<file path="config.mk">
export PLATFORM = sky130hd
export DESIGN_NAME = greyscale_frame_ctrl
export DESIGN_NICKNAME = d
export VERILOG_FILES = /design/src/rtl/greyscale_frame_ctrl.sv
export SDC_FILE = /design/constraint.sdc
export NUM_CORES = 1
export LEC_CHECK = 0
export BUFFER_PORTS_ARGS = -buffer_cell sky130_fd_sc_hd__buf_2
export CELL_PAD_IN_SITES_DETAIL_PLACEMENT = 0
export CELL_PAD_IN_SITES_GLOBAL_PLACEMENT = 2
export CORE_ASPECT_RATIO = 0.9
export CORE_MARGIN = 3
export CORE_UTILIZATION = 35
export DETAILED_ROUTE_END_ITERATION = 8
export GPL_ROUTABILITY_DRIVEN = 0
export GPL_TIMING_DRIVEN = 0
export PLACE_DENSITY = 0.83
export SETUP_SLACK_MARGIN = 0.05
export SYNTH_ARGS = -nofsm -noshare
export SYNTH_HDL_FRONTEND = slang
export SYNTH_SLANG_ARGS = --single-unit
</file>
<file path="constraint.sdc">
create_clock -name clk_100mhz -period 6.4 [get_ports clk_100mhz]
set_clock_uncertainty 0.1 [all_clocks]
set_input_delay 1.28 -clock clk_100mhz [delete_from_list [all_inputs] [get_ports clk_100mhz]]
set_output_delay 1.28 -clock clk_100mhz [all_outputs]
set_load 0.02 [all_outputs]
</file>
<file path="src/rtl/greyscale_frame_ctrl.sv">
// greyscale_frame_ctrl
// Walks the 12-bit RGB image BRAM once in raster order and writes an 8-bit
// luma value for every pixel into the greyscale output BRAM.
//
// Handshake:
//   - start is sampled in IDLE only.
//   - busy covers the first issue cycle through the final write.
//   - done is a one-cycle pulse that follows the final write.
//
// Read/write alignment:
//   - Each issued read pushes its address into a valid/address shift pipe.
//   - The pipe is RD_LATENCY stages long, so its tail lines up with rd_data.
//   - The registered output stage is the final (+1) stage.
//   - The write therefore lands RD_LATENCY+1 cycles after the read.
//
// Hold:
//   - hold only gates new issues.
//   - Reads already in the pipe still retire and are written.
//
// RD_LATENCY is legal in the range 1..4.
// ADDR_W is derived from the frame size and must not be overridden.

module greyscale_frame_ctrl #(
    parameter int WIDTH      = 128,
    parameter int HEIGHT     = 128,
    parameter int RD_LATENCY = 2,
    parameter int ADDR_W     = $clog2(WIDTH * HEIGHT)
) (
    input  logic              clk_100mhz,
    input  logic              sys_rst,
    input  logic              start,
    input  logic              hold,
    output logic [ADDR_W-1:0] rd_addr,
    input  logic [11:0]       rd_data,
    output logic [ADDR_W-1:0] wr_addr,
    output logic [7:0]        wr_data,
    output logic              wr_en,
    output logic              busy,
    output logic              done
);

    localparam int                N_PIXELS  = WIDTH * HEIGHT;
    localparam logic [ADDR_W-1:0] LAST_ADDR = ADDR_W'(N_PIXELS - 1);

    typedef enum logic [1:0] {
        IDLE  = 2'd0,
        RUN   = 2'd1,
        DRAIN = 2'd2,
        DONE  = 2'd3
    } state_t;

    // Luma approximation: s = 5r + 9g + 2b, then s + s/16.
    // All products are shift-add, so no multiplier is needed.
    // s tops out at 240, so 8 bits never overflow.
    // The final scaling tops out at 240 + 15 = 255.
    function automatic logic [7:0] luma_f(input logic [11:0] px);
        logic [3:0] r;
        logic [3:0] g;
        logic [3:0] b;
        logic [7:0] r5;
        logic [7:0] g9;
        logic [7:0] b2;
        logic [7:0] s;
        r  = px[11:8];
        g  = px[7:4];
        b  = px[3:0];
        r5 = {2'b00, r, 2'b00} + {4'b0000, r};
        g9 = {1'b0, g, 3'b000} + {4'b0000, g};
        b2 = {3'b000, b, 1'b0};
        s  = r5 + g9 + b2;
        return s + {4'b0000, s[7:4]};
    endfunction

    state_t            state_r;
    logic [RD_LATENCY-1:0] vld_pipe_r;
    logic [ADDR_W-1:0] addr_pipe_r [RD_LATENCY];
    logic              issue_s;
    logic              pipe_empty_s;
    logic              pipe_tail_vld_s;
    logic [ADDR_W-1:0] pipe_tail_addr_s;

    // Decide whether a read is issued this cycle and summarise the pipe state.
    always_comb begin
        issue_s          = 1'b0;
        pipe_empty_s     = 1'b0;
        pipe_tail_vld_s  = vld_pipe_r[RD_LATENCY-1];
        pipe_tail_addr_s = addr_pipe_r[RD_LATENCY-1];
        if ((state_r == RUN) && !hold) begin
            issue_s = 1'b1;
        end else begin
            issue_s = 1'b0;
        end
        if (vld_pipe_r == '0) begin
            pipe_empty_s = 1'b1;
        end else begin
            pipe_empty_s = 1'b0;
        end
    end

    // Valid/address shift pipe that tracks reads while they are in flight in the BRAM.
    always_ff @(posedge clk_100mhz) begin
        if (sys_rst) begin
            vld_pipe_r <= '0;
            for (int i = 0; i < RD_LATENCY; i++) begin
                addr_pipe_r[i] <= '0;
            end
        end else begin
            vld_pipe_r[0]  <= issue_s;
            addr_pipe_r[0] <= rd_addr;
            for (int i = 1; i < RD_LATENCY; i++) begin
                vld_pipe_r[i]  <= vld_pipe_r[i-1];
                addr_pipe_r[i] <= addr_pipe_r[i-1];
            end
        end
    end

    // Registered write stage: converts the returning pixel and drives the output BRAM.
    always_ff @(posedge clk_100mhz) begin
        if (sys_rst) begin
            wr_en   <= 1'b0;
            wr_addr <= '0;
            wr_data <= 8'd0;
        end else begin
            wr_en <= pipe_tail_vld_s;
            if (pipe_tail_vld_s) begin
                wr_addr <= pipe_tail_addr_s;
                wr_data <= luma_f(rd_data);
            end else begin
                wr_addr <= wr_addr;
                wr_data <= wr_data;
            end
        end
    end

    // Frame sequencer.
    // rd_addr doubles as the issue counter, so rd_addr is the address being presented.
    always_ff @(posedge clk_100mhz) begin
        if (sys_rst) begin
            state_r <= IDLE;
            rd_addr <= '0;
            busy    <= 1'b0;
            done    <= 1'b0;
        end else begin
            case (state_r)
                IDLE: begin
                    done    <= 1'b0;
                    rd_addr <= '0;
                    if (start) begin
                        state_r <= RUN;
                        busy    <= 1'b1;
                    end else begin
                        busy <= 1'b0;
                    end
                end
                RUN: begin
                    if (!hold) begin
                        if (rd_addr == LAST_ADDR) begin
                            // Last pixel issued; keep the address, no wrap.
                            state_r <= DRAIN;
                        end else begin
                            rd_addr <= rd_addr + {{(ADDR_W-1){1'b0}}, 1'b1};
                        end
                    end else begin
                        rd_addr <= rd_addr;
                    end
                end
                DRAIN: begin
                    // An empty pipe here means the final write is on wr_en this cycle.
                    if (pipe_empty_s) begin
                        state_r <= DONE;
                        busy    <= 1'b0;
                        done    <= 1'b1;
                        rd_addr <= '0;
                    end else begin
                        state_r <= DRAIN;
                    end
                end
                DONE: begin
                    done    <= 1'b0;
                    state_r <= IDLE;
                end
                default: begin
                    state_r <= IDLE;
                    rd_addr <= '0;
                    busy    <= 1'b0;
                    done    <= 1'b0;
                end
            endcase
        end
    end

endmodule

</file>
# Word level (Yosys, flattened, before mapping)
# Memories as Yosys holds them, arrays and structs flattened. A register that Yosys moved wholly into a read port is not among the register bits.
# Cells that the tools add are included.
[word_totals] input_bits=16 n_memories=1 output_inout_bits=39 latch_bits=0 elab_cells=58 regBits=29 rom_bits=0 mem_bits_rw=28
[op_classes] reduce_logical=12 div=0 n_bitwise=2 magnitude_cmp=0 eq_ne=9 shifts=0 add_sub_neg=6 mul=0 n_mux=21
[mem_list] memory="addr_pipe_r" depth=2 word_bits=14 rd=2 rd_ports_with_merged_regs=1 write_ports=2 line="76" text="logic [ADDR_W-1:0] addr_pipe_r [RD_LATENCY];"
[op_table] op="$mux W14" count=5
[op_table] op="$pmux W14 S3" count=1
[op_table] op="$add A14 B1 Y14 const B" count=1
[op_table] op="$eq A14 B14 Y1 const B" count=1
[op_table] op="$mux W1" count=9
[op_table] op="$add A7 B4 Y8" count=1
[op_table] op="$add A7 B8 Y8" count=1
[op_table] op="$add A8 B4 Y8" count=1
[op_table] op="$add A8 B5 Y8" count=1
[op_table] op="$ne A2 B2 Y1 const B" count=4
[op_table] op="$pmux W2 S4" count=1
[op_table] op="$add A6 B4 Y7" count=1
[op_table] op="$mux W2" count=3
[op_table] op="$eq A2 B2 Y1 const B" count=2
[op_table] op="$logic_not A2 Y1" count=2
[op_table] op="$pmux W1 S2" count=2
[op_table] op="$reduce_and A2 Y1" count=2
[op_table] op="$reduce_and A4 Y1" count=1
[op_table] op="$reduce_bool A2 Y1" count=2
[op_table] op="$reduce_and A3 Y1" count=1
[op_table] op="$reduce_bool A3 Y1" count=1
[op_table] op="$eq A2 B1 Y1 const B" count=1
[op_table] op="$ne A2 B1 Y1 const B" count=1
[op_table] op="$or A1 B1 Y1" count=2
[op_table] op="other kinds (3)" count=3

# Longest topological paths before layout
# Gate-level depths: netlist of the first run.
[depth] word_depth=4 depth_mapped=17 depth_no_buf=17

# Least setup slack after synthesis of the first run
# OpenSTA, ideal clock, no wires.
[synth_path] path_type="input-to-reg" from="in rd_data[2]" to="reg wr_data[7]" cell_stages=16 slack_ns=1.129 path_buffers=0 required_ns=6.214 arrival_time_ns=5.085 setup_time_ns=0.086 path_cell_list="inv_1 > fa_1 > inv_1 > fa_1 > inv_1 > fa_1 > inv_1 > ha_1 > fa_1 > xor2_1 > ha_1 > a21o_1 > o21a_1 > o2111ai_1 > xor2_1 > a211oi_1"
[synth_via] elab_chain_len=2
[synth_lines] element="start: declaration" line="34" text="input logic [11:0] rd_data,"
[synth_lines] element="$add A8 B5 Y8" line="70" text="s = r5 + g9 + b2;"
[synth_lines] element="$add A8 B4 Y8" line="71" text="return s + {4'b0000, s[7:4]};"
[synth_lines] element="end signal: assignment" line="127" text="wr_data <= luma_f(rd_data);"
[synth_lines] element="end signal: assignment" line="130" text="wr_data <= wr_data;"
[synth_lines] element="end: declaration" line="36" text="output logic [7:0] wr_data,"
# Every way passes these cells.
# A chain may end at the register's enable or synchronous reset.

# Final worst setup path of the first run
# Same ends and word-level chain as after synthesis.

==> flow_metrics.tcl, run 1 <==
set metrics [dict create \
    antenna_found_initial 0 \
    synth_adder_area_share_pct 13.36 \
    status "completed" \
    viasPerCell 4.682 \
    switching_share_pct 35.58 \
    routedWlPerCell_um 13.33 \
    start_kind "input port" \
    htreeDepth 3 \
    fin_ws_ps 1048 \
    antenna_left 0 \
    irDropWorstVdd_v 0.0001537 \
    finalMaxSlewViolations 0 \
    seq_power_share_pct 38.2 \
    yosys.area.top_type_share_pct 42.15 \
    die_h_um 99.12 \
    postCtsSetupRepairBufs 0 \
    power_switching_mw 0.4382 \
    required_ps 6520 \
    async_flop_share_pct 0 \
    ys_types 43 \
    synthCells 341 \
    grt_max_degree 15 \
    internal-power_mw 0.7933 \
    synth_area_leaders "dfxtp_1, ha_1, fa_1, nor2b_1, mux2i_1" \
    yosys-top-cells-count "dfxtp_1, nor2_1, nor2b_1, ha_1, inv_1" \
    power.density_nw_per_um2 308.3 \
    cp.arrival_ps 5470 \
    drive_gt1_share_pct 19.02 \
    initialDrtViolationCount 130 \
    final_cells 532 \
    grt_pass1_vias 2423 \
    dp_cells 516 \
    place_ws_ps 655.0 \
    cts_tree "done" \
    synth_enable_flop_cells 0 \
    final.setup.tns_ps 0 \
    dr_wl_met2_um 3040 \
    synth.avg_cell_area_um2 9.889 \
    whs_path_depth 1 \
    ctsResizeCount 0 \
    grt_use_total_pct 14.19 \
    min_period_ps 5352 \
    clkPwrFrac_pct 29.6 \
    core_um2 9249 \
    criticalPathCategory "in -> reg" \
    cp-endpoint "wr_data[7]" \
    cts.path.max_buffers 2 \
    cts.sink_count 71 \
    synth_top_area_cell "dfxtp_1" \
    max-slew-margin-rel_pct 56.04 \
    dp_hpwl_um 5360 \
    grt_setup_unrepaired "no" \
    muxShareOfSynthArea_pct 4.750 \
    setup_viol 0 \
    fp.dieW_um 109.5 \
    io_buffers 53 \
    min_period_over_period_pct 83.63 \
    comb_power_share_pct 32.2 \
    insertion_delay_ps 340 \
    syn-num-nets 387 \
    synth_xor_area_share_pct 4.156 \
    wl_um 7090 \
    hold_buffers 0 \
    num_io_pins 55 \
    route.met3.wl_um 423 \
    fin_hold_ws_ps 338.2 \
    cp-end-kind "register" \
    yosysSeqAreaShare_pct 42.15 \
    firstDrtPassIters 4 \
    setup.worst_path.start "rd_data[2]" \
    yosys_warnings 0 \
    place_area_um2 3790 \
    areaGrowthSynthToFinish_pct 18.44 \
    r2r_setup_slack_ps 3930 \
    synthFlopType "dfxtp_1" \
    clock-root-buffer "clkbuf_8" \
    rows 33 \
    start_util_pct 36.46 \
    drc 0 \
    max-cap-violations 0 \
    wl_met1_um 3554 \
    utilization_pct 43.18 \
    synth_compound_area_share_pct 11.54 \
    reg2reg_depth 7 \
    dr.max_layer_used "met4" \
    dieArea_um2 10850 \
    max_freq_mhz 186.8 \
    hold_viol_final 0 \
    netlist_area_um2 3372 \
    layout.nets 451 \
    cts.reportedPaths.clkPinSlew_ps 80 \
    r2r_end "rd_addr[7]" \
    grt_overflow 0 \
    cp_max_fo 7 \
    via_count 2491 \
    hold_path.class "reg -> reg" \
    synth_simple_gate_area_share_pct 19.52 \
    synth_top_family_by_area "simple AND/OR/NAND/NOR gates" \
    yosysMostFrequentCell "dfxtp_1" \
    synth.ff_latch_count 71 \
    grt_first_pass_wirelength_um 12030 \
    cts_inserted_buffers 9 \
    fin_area_um2 3994 \
    worst_pin_slew_ps 657.1 \
    reg2reg_from "state_r[0]" \
    diodes 0 \
    power_leakage_nw 1.704 \
    power_mw 1.231 \
]
[final cells by class]
cell class	count	area, µm²
tap	122	152.6
inverter	20	75.07
sequential	71	1421
fill	947	5255
multi-input combinational	234	1798
timing repair buffer	53	265.3
buffer	16	77.57
clock buffer	9	123.9
clock inverter	7	80.08
[power by group through the flow]
stage | Combinational, mW | Clock (mW) | Sequential (mW)
6_report | 0.396 | 0.365 | 0.470
5_1_grt | 0.459 | 0.396 | 0.473
4_1_cts | 0.401 | 0.376 | 0.470
3_5_place_dp | 0.399 | 0 | 0.481
3_3_place_gp | 0.396 | 0 | 0.481
2_1_floorplan | 0.295 | 0 | 0.489
[routing by layer]
layer,track usage [%],up-vias
li1,-,1297
met1,19.88,1138
met2,21.16,50
met3,4.478,6
met4,3.835,0
met5,0,-
[layout by cell type, fill, tap and decap left out, drive strengths merged, types with 7 or more instances in the layout]
cell / Yosys / routed
dfxtp: 71 / 71
mux2i: 16 / 16
xnor2: 10 / 10
clkbuf: 10 / 19
a211oi: 7 / 7
nor2b: 31 / 31
nor2: 36 / 36
ha: 20 / 20
inv: 20 / 23
nand3: 10 / 10
nand2: 12 / 12
fa: 10 / 10
buf: 6 / 59
a21oi: 10 / 10
[sequential cells by signal, summed over array words and instances, names as in the netlist]
| name | cells |
|---|---|
| wr_en | 1 |
| wr_addr | 14 |
| rd_addr | 14 |
| addr_pipe_r | 28 |
| vld_pipe_r | 2 |
| state_r | 2 |
| busy | 1 |
| done | 1 |
| wr_data | 8 |
[worst min-delay path by stage]
stage	from	endpoint
floorplan	addr_pipe_r[0][0]	addr_pipe_r[1][0]
global placement	addr_pipe_r[0][6]	addr_pipe_r[1][6]
detailed placement	addr_pipe_r[0][11]	addr_pipe_r[1][11]
CTS	addr_pipe_r[0][11]	addr_pipe_r[1][11]
global route	addr_pipe_r[0][3]	addr_pipe_r[1][3]
finish	addr_pipe_r[0][11]	addr_pipe_r[1][11]
[critical path: stages]
cell and delay [ps]:
buf_2 70, inv_1 40, fa_1 530, inv_1 60
fa_1 500, inv_1 50, fa_1 500, inv_1 40
ha_1 210, fa_1 400, xor2_1 550, ha_1 340
a21o_1 220, o21a_1 190, o2111ai_1 190, xor2_1 190
a211oi_1 90
[logic make-up after synthesis]
group                    after synthesis
AO/OA/AOI/OAI                         49
XOR/XNOR                              16
adder cells (fa/ha/maj)               30
buffers and inverters                 36
flip-flops                            71
multiplexers                          16
AND/OR/NAND/NOR                      123
Note: power is estimated with default switching activity, not from simulation.
==> run 2, diff against run 1 <==
CORE_UTILIZATION = 32   (was 35)
PLACE_DENSITY = 0.8   (was 0.83)
clock period = 4.7 ns   (was 6.4 ns; I/O delays follow)
==> run 2 against run 1 <==
Design area rose by 5.6%. Critical path type unchanged. First-iteration DRC count fell by 30%. Largest power group is now combinational cells. Worst setup slack got worse by 950 ps. Die area rose by 8.8%. Critical path depth rose by 1. Register-to-register slack got worse by 1700 ps. Sequential share of layout area fell by 1.9 points. Routed wire length rose by 2.7%. Flip-flop and latch count did not move. Cell count rose by 1.5%. Non-clock buffer count rose by 4.
==> flow_metrics.tcl, run 2 (synthesized netlist as in run 1, its figures left out) <==
set metrics [dict create \
    status "completed" \
    max-cap-violations 0 \
    grt_overflow 0 \
    grt_max_degree 16 \
    clock-root-buffer "clkbuf_16" \
    wl_um 7278 \
    cts.path.max_buffers 2 \
    grt_setup_unrepaired "yes" \
    areaGrowthSynthToFinish_pct 25.08 \
    start_util_pct 33.87 \
    required_ps 4840 \
    layout.cells.most_common_list "dfxtp_1, buf_2, nor2_1" \
    insertion_delay_ps 330 \
    initialDrtViolationCount 91 \
    hold_path.class "reg -> reg" \
    hold_viol_final 0 \
    cp_max_fo 5 \
    num_io_pins 55 \
    grt_first_pass_wirelength_um 12160 \
    power.density_nw_per_um2 458.8 \
    htreeDepth 3 \
    dp_cells 520 \
    cts_tree "done" \
    worst_pin_slew_ps 562.1 \
    finalMaxSlewViolations 0 \
    cts.sink_count 71 \
    min_period_over_period_pct 97.89 \
    cp.arrival_ps 4740 \
    via_count 2531 \
    final.setup.tns_ps 0 \
    grt_pass1_vias 2496 \
    max-slew-margin-rel_pct 62.52 \
    grt_use_total_pct 12.98 \
    place_ws_ps -473.3 \
    fin_ws_ps 99.07 \
    core_um2 9955 \
    largestRegisters "addr_pipe_r: 28 flops, rd_addr: 14 flops, wr_addr: 14 flops" \
    final_cells 540 \
    die_h_um 103.4 \
    irDropWorstVdd_v 0.0001438 \
    final_common_cell "dfxtp_1" \
    antenna_found_initial 0 \
    criticalPathCategory "in -> reg" \
    min_period_ps 4601 \
    cts_inserted_buffers 9 \
    largest_reg_flops 28 \
    diodes 0 \
    drive_gt1_share_pct 23.43 \
    drc 0 \
    antenna_left 0 \
    dieArea_um2 11810 \
    regMostFlops "addr_pipe_r" \
    viasPerCell 4.687 \
    dp_hpwl_um 5517 \
    routedWlPerCell_um 13.48 \
    power_leakage_nw 1.775 \
    firstDrtPassIters 4 \
    layout.nets 455 \
    io_buffers 53 \
    rows 34 \
    fp.dieW_um 114.2 \
    max_freq_mhz 217.3 \
    start_kind "input port" \
    cp-end-kind "register" \
    setup_viol 0 \
    cts.reportedPaths.clkPinSlew_ps 60 \
]
## run 2: metrics by stage
| stage | instance area [µm²] | utilization (%) | hold slack, ps | power [mW] |
|---|---|---|---|---|
| 2_1_floorplan | 3415 | - | 313.8 | 1.096 |
| 3_3_place_gp | 3837 | 38.55 | 318.2 | 1.228 |
| 3_5_place_dp | 3837 | 38.55 | 320.4 | 1.229 |
| 4_1_cts | 4179 | 41.98 | 335.9 | 1.947 |
| 5_1_grt | 4218 | 42.37 | 348.7 | 2.066 |
| 6_report | 4218 | 42.37 | 333.4 | 1.935 |
## run 2: final timing paths
check	from	to	slack, ps	cells past startpoint
worst max-delay path	rd_data[7]	wr_data[7]	100	18
worst min-delay path	addr_pipe_r[0][1]	addr_pipe_r[1][1]	330	1
worst max register to register	state_r[0]	rd_addr[11]	2240	7
worst min register to register	addr_pipe_r[0][1]	addr_pipe_r[1][1]	330	1
## run 2: worst max-delay path, stage by stage
cell and delay [ps]:
buf_8 80, inv_4 30, fa_1 530, inv_1 60
fa_1 470, inv_1 50, fa_1 480, inv_1 50
ha_2 190, fa_2 410, a21o_1 210, a21oi_2 170
xnor2_2 120, ha_4 310, o21a_1 140, o2111ai_2 130
xor2_1 170, a211oi_1 210
## run 2: cell type report
cell class / count / area, µm²
clock buffer: 9 / 225.2
timing repair buffer: 57 / 314.1
multi-input combinational: 234 / 1876
buffer: 16 / 77.57
clock inverter: 7 / 61.31
sequential: 71 / 1421
fill: 1026 / 5737
tap: 126 / 157.7
inverter: 20 / 85.08
## run 2: timing repair
action	CTS	global route
resized for setup	6	9
pin swaps	2	11
setup buffers	2	2
setup endpoints to repair	5	6
hold buffers	0	0
## run 2: per-layer routing
layer / GRT usage [%] / wire length, µm
met4: 3.014 / 53
met3: 3.607 / 336
met5: 0 / 0
met1: 18.48 / 3759
met2: 19.67 / 3127
## run 2: report_power, final
part	switching [mW]	internal, mW	total (mW)
clock	0.278	0.368	0.646
sequential	0.0176	0.625	0.642
combinational	0.375	0.272	0.647
==> run 3, diff against run 2 <==
ABC_AREA = 1   (was unset)
CORE_UTILIZATION = 29   (was 32)
PLACE_DENSITY = 0.79   (was 0.8)
==> run 3 against run 2 <==
Die area up 9.3%. Clock-buffer cell count unchanged. Global-route usage down 0.56 points. Via count up 6.3%. Sequential share of layout area up 0.20 points. Synthesized cell count up 26%. Sequential power up 2%. Critical endpoint is now wr_data[6]. Highest routed layer unchanged.
==> flow_metrics.tcl, run 3 <==
set metrics [dict create \
    crit_slowest_cell "fa_1" \
    synth_compound_area_share_pct 8.054 \
    cts_tree "done" \
    min_period_over_period_pct 95.19 \
    diodes 0 \
    hold_path.class "reg -> reg" \
    utilization_pct 37.84 \
    antenna_found_initial 0 \
    grt_use_total_pct 12.42 \
    firstDrtPassIters 4 \
    irDropWorstVdd_v 0.0001668 \
    layout.cells.most_common_list "nor2_1, dfxtp_1, inv_1" \
    fp.dieW_um 119.4 \
    yosys.area.top_type_share_pct 42.36 \
    max_freq_mhz 223.5 \
    synth_enable_flop_cells 0 \
    htreeDepth 3 \
    num_io_pins 55 \
    grt_setup_unrepaired "yes" \
    grt_first_pass_wirelength_um 12810 \
    path_depth 24 \
    synth.ff_latch_count 71 \
    cp.buffers_inverters 8 \
    synth.avg_cell_area_um2 7.840 \
    hold_buffers 0 \
    whs_path_depth 2 \
    grt_overflow 0 \
    rows 36 \
    antenna_left 0 \
    critPathTopFamily "adder cells" \
    netlist_area_um2 3356 \
    initialDrtViolationCount 134 \
    cp-end-kind "register" \
    synth_top_area_cell "dfxtp_1" \
    synth_xor_area_share_pct 2.051 \
    grt_max_degree 16 \
    start_util_pct 30.28 \
    cp.arrival_ps 4600 \
    setup.worst_path.start "rd_data[4]" \
    power_leakage_nw 2.024 \
    drive_gt1_share_pct 22.47 \
    hp-start "addr_pipe_r[0][7]" \
    synth_simple_gate_area_share_pct 23.94 \
    layout.nets 544 \
    worst_path_most_repeated_cell "inv_1" \
    wl_um 7620 \
    grt_pass1_vias 2628 \
    routedWlPerCell_um 11.63 \
    clock-root-buffer "clkbuf_16" \
    start_kind "input port" \
    cts_inserted_buffers 9 \
    muxShareOfSynthArea_pct 0 \
    drc 0 \
    hold_end "addr_pipe_r[1][7]" \
    viasPerCell 4.107 \
    yosys_warnings 0 \
    via_count 2690 \
    largestRegisters "addr_pipe_r: 28 flops, rd_addr: 14 flops, wr_addr: 14 flops" \
    die_h_um 108.1 \
    yosys-top-cells-count "nor2_1, inv_1, dfxtp_1, nand2_1, o21ai_0" \
    status "completed" \
    path_cells "buf_8 -> inv_4 -> fa_1 -> inv_1 -> fa_1 -> inv_1 -> fa_1 -> inv_1 -> ha_2 -> fa_2 -> a21oi_2 -> o21bai_1 -> xnor2_1 -> inv_1 -> ha_4 -> inv_2 -> nor2_2 -> nor2_2 -> nand2_2 -> nand2_1 -> nand2_1 -> nand3_1 -> nand2_1 -> inv_1" \
    slowest_delay_ps 520 \
    yosysSeqAreaShare_pct 42.36 \
    syn-num-nets 474 \
    required_ps 4830 \
    cts.sink_count 71 \
    async_flop_share_pct 0 \
    synth_top_family_by_area "simple AND/OR/NAND/NOR gates" \
    synthCells 428 \
    max-slew-margin-rel_pct 64.76 \
    areaGrowthSynthToFinish_pct 24.94 \
    dieArea_um2 12900 \
    yosysMostFrequentCell "nor2_1" \
    r2r_end "state_r[1]" \
    dp_hpwl_um 5863 \
    largest_reg_flops 28 \
    fin_area_um2 4193 \
    reg2reg_from "rd_addr[0]" \
    io_buffers 54 \
    r2r_setup_slack_ps 2750 \
    setup_viol 0 \
    hold_viol_final 0 \
    cts.path.max_buffers 2 \
    finalMaxSlewViolations 0 \
    max-cap-violations 0 \
    worst_pin_slew_ps 528.5 \
    final_common_cell "nor2_1" \
    ys_types 34 \
    min_period_ps 4474 \
    synthFlopType "dfxtp_1" \
    criticalPathCategory "in -> reg" \
    reg2reg_depth 10 \
    synth_adder_area_share_pct 13.42 \
    synth_area_leaders "dfxtp_1, nor2_1, inv_1, ha_1, fa_1" \
    cp_max_fo 5 \
    insertion_delay_ps 330 \
    core_um2 11080 \
    power.density_nw_per_um2 462.6 \
    cts.reportedPaths.clkPinSlew_ps 60 \
    regMostFlops "addr_pipe_r" \
    place_area_um2 3837 \
]
==> run 3: cell types whose count changed after synthesis, moves of 6 or more <==
cell and delta:
nor2_2 +6, inv_1 +54, nand2_1 +40, o21ai_0 +23
xnor2_1 -8, a211oi_1 -7, nand3_1 +10, nand2_2 +6
nor3_1 +7, nor2b_1 -31, nor2_1 +48, mux2i_1 -16
==> run 3: worst max path at each step <==
| stage | slack, ps | end |
|---|---|---|
| finish | 230 | wr_data[6] |
| CTS | 80 | wr_data[6] |
| floorplan | 60 | wr_data[6] |
| global placement | -270 | wr_data[6] |
| detailed placement | -250 | wr_data[6] |
| global route | -20 | wr_data[6] |
==> run 3: layout make-up <==
type | count | area, µm²
Clock inverter | 7 | 63.81
Sequential cell | 71 | 1421
Multi-Input combinational cell | 269 | 1628
Timing Repair Buffer | 59 | 320.3
Inverter | 77 | 291.5
Fill cell | 1238 | 6888
Clock buffer | 9 | 225.2
Buffer | 11 | 52.55
Tap cell | 152 | 190.2
==> run 3: worst min-delay path: cells and delay by family, from the launching register on <==
kind / cells / cell delay [ps]
DFF: 1 / 300
and+or+nand+nor: 1 / 30
buffers and inverters: 1 / 40
==> run 3: stage by stage <==
stage,hold slack [ps],setup WS [ps],setup TNS [ps],cells,power [mW]
after floorplan,288.3,60.33,0,428,1.132
after global placement,295.6,-265.9,-827.3,634,1.264
after detailed placement,293.3,-245.6,-750.6,634,1.270
after CTS,304.5,78.62,0,650,1.935
after global routing,310.6,-21.44,-21.44,655,2.091
final,301.6,225.9,0,655,1.940
==> run 3: repair_timing <==
action                                  in CTS  in global routing
resized for setup                            0                 10
endpoints found under the setup margin       0                  4
buffers inserted                             0                  5
==> run 3: logic make-up (layout without fill, tap and decap cells) <==
family / after synthesis / after routing
buffers and inverters: 88 / 163
and+or+nand+nor: 184 / 184
adders and majority gates: 30 / 30
DFF: 71 / 71
xor gates and xnor gates: 7 / 7
AOI/OAI and AO/OA: 48 / 48
==> run 3: power by group <==
| part | switching, mW | internal [mW] |
|---|---|---|
| clock network | 0.284 | 0.369 |
| logic | 0.380 | 0.253 |
| registers | 0.0198 | 0.633 |
==> run 3: routing by layer <==
metal / routed length (µm) / up-vias / global-route usage, % / share of wire [%]
met5: 0 / - / 0 / 0
met4: 99 / 0 / 4.661 / 1.3
met3: 312 / 8 / 2.667 / 4.1
met2: 2961 / 51 / 17.67 / 39
met1: 4247 / 1163 / 18.30 / 56
li1: - / 1468 / - / -
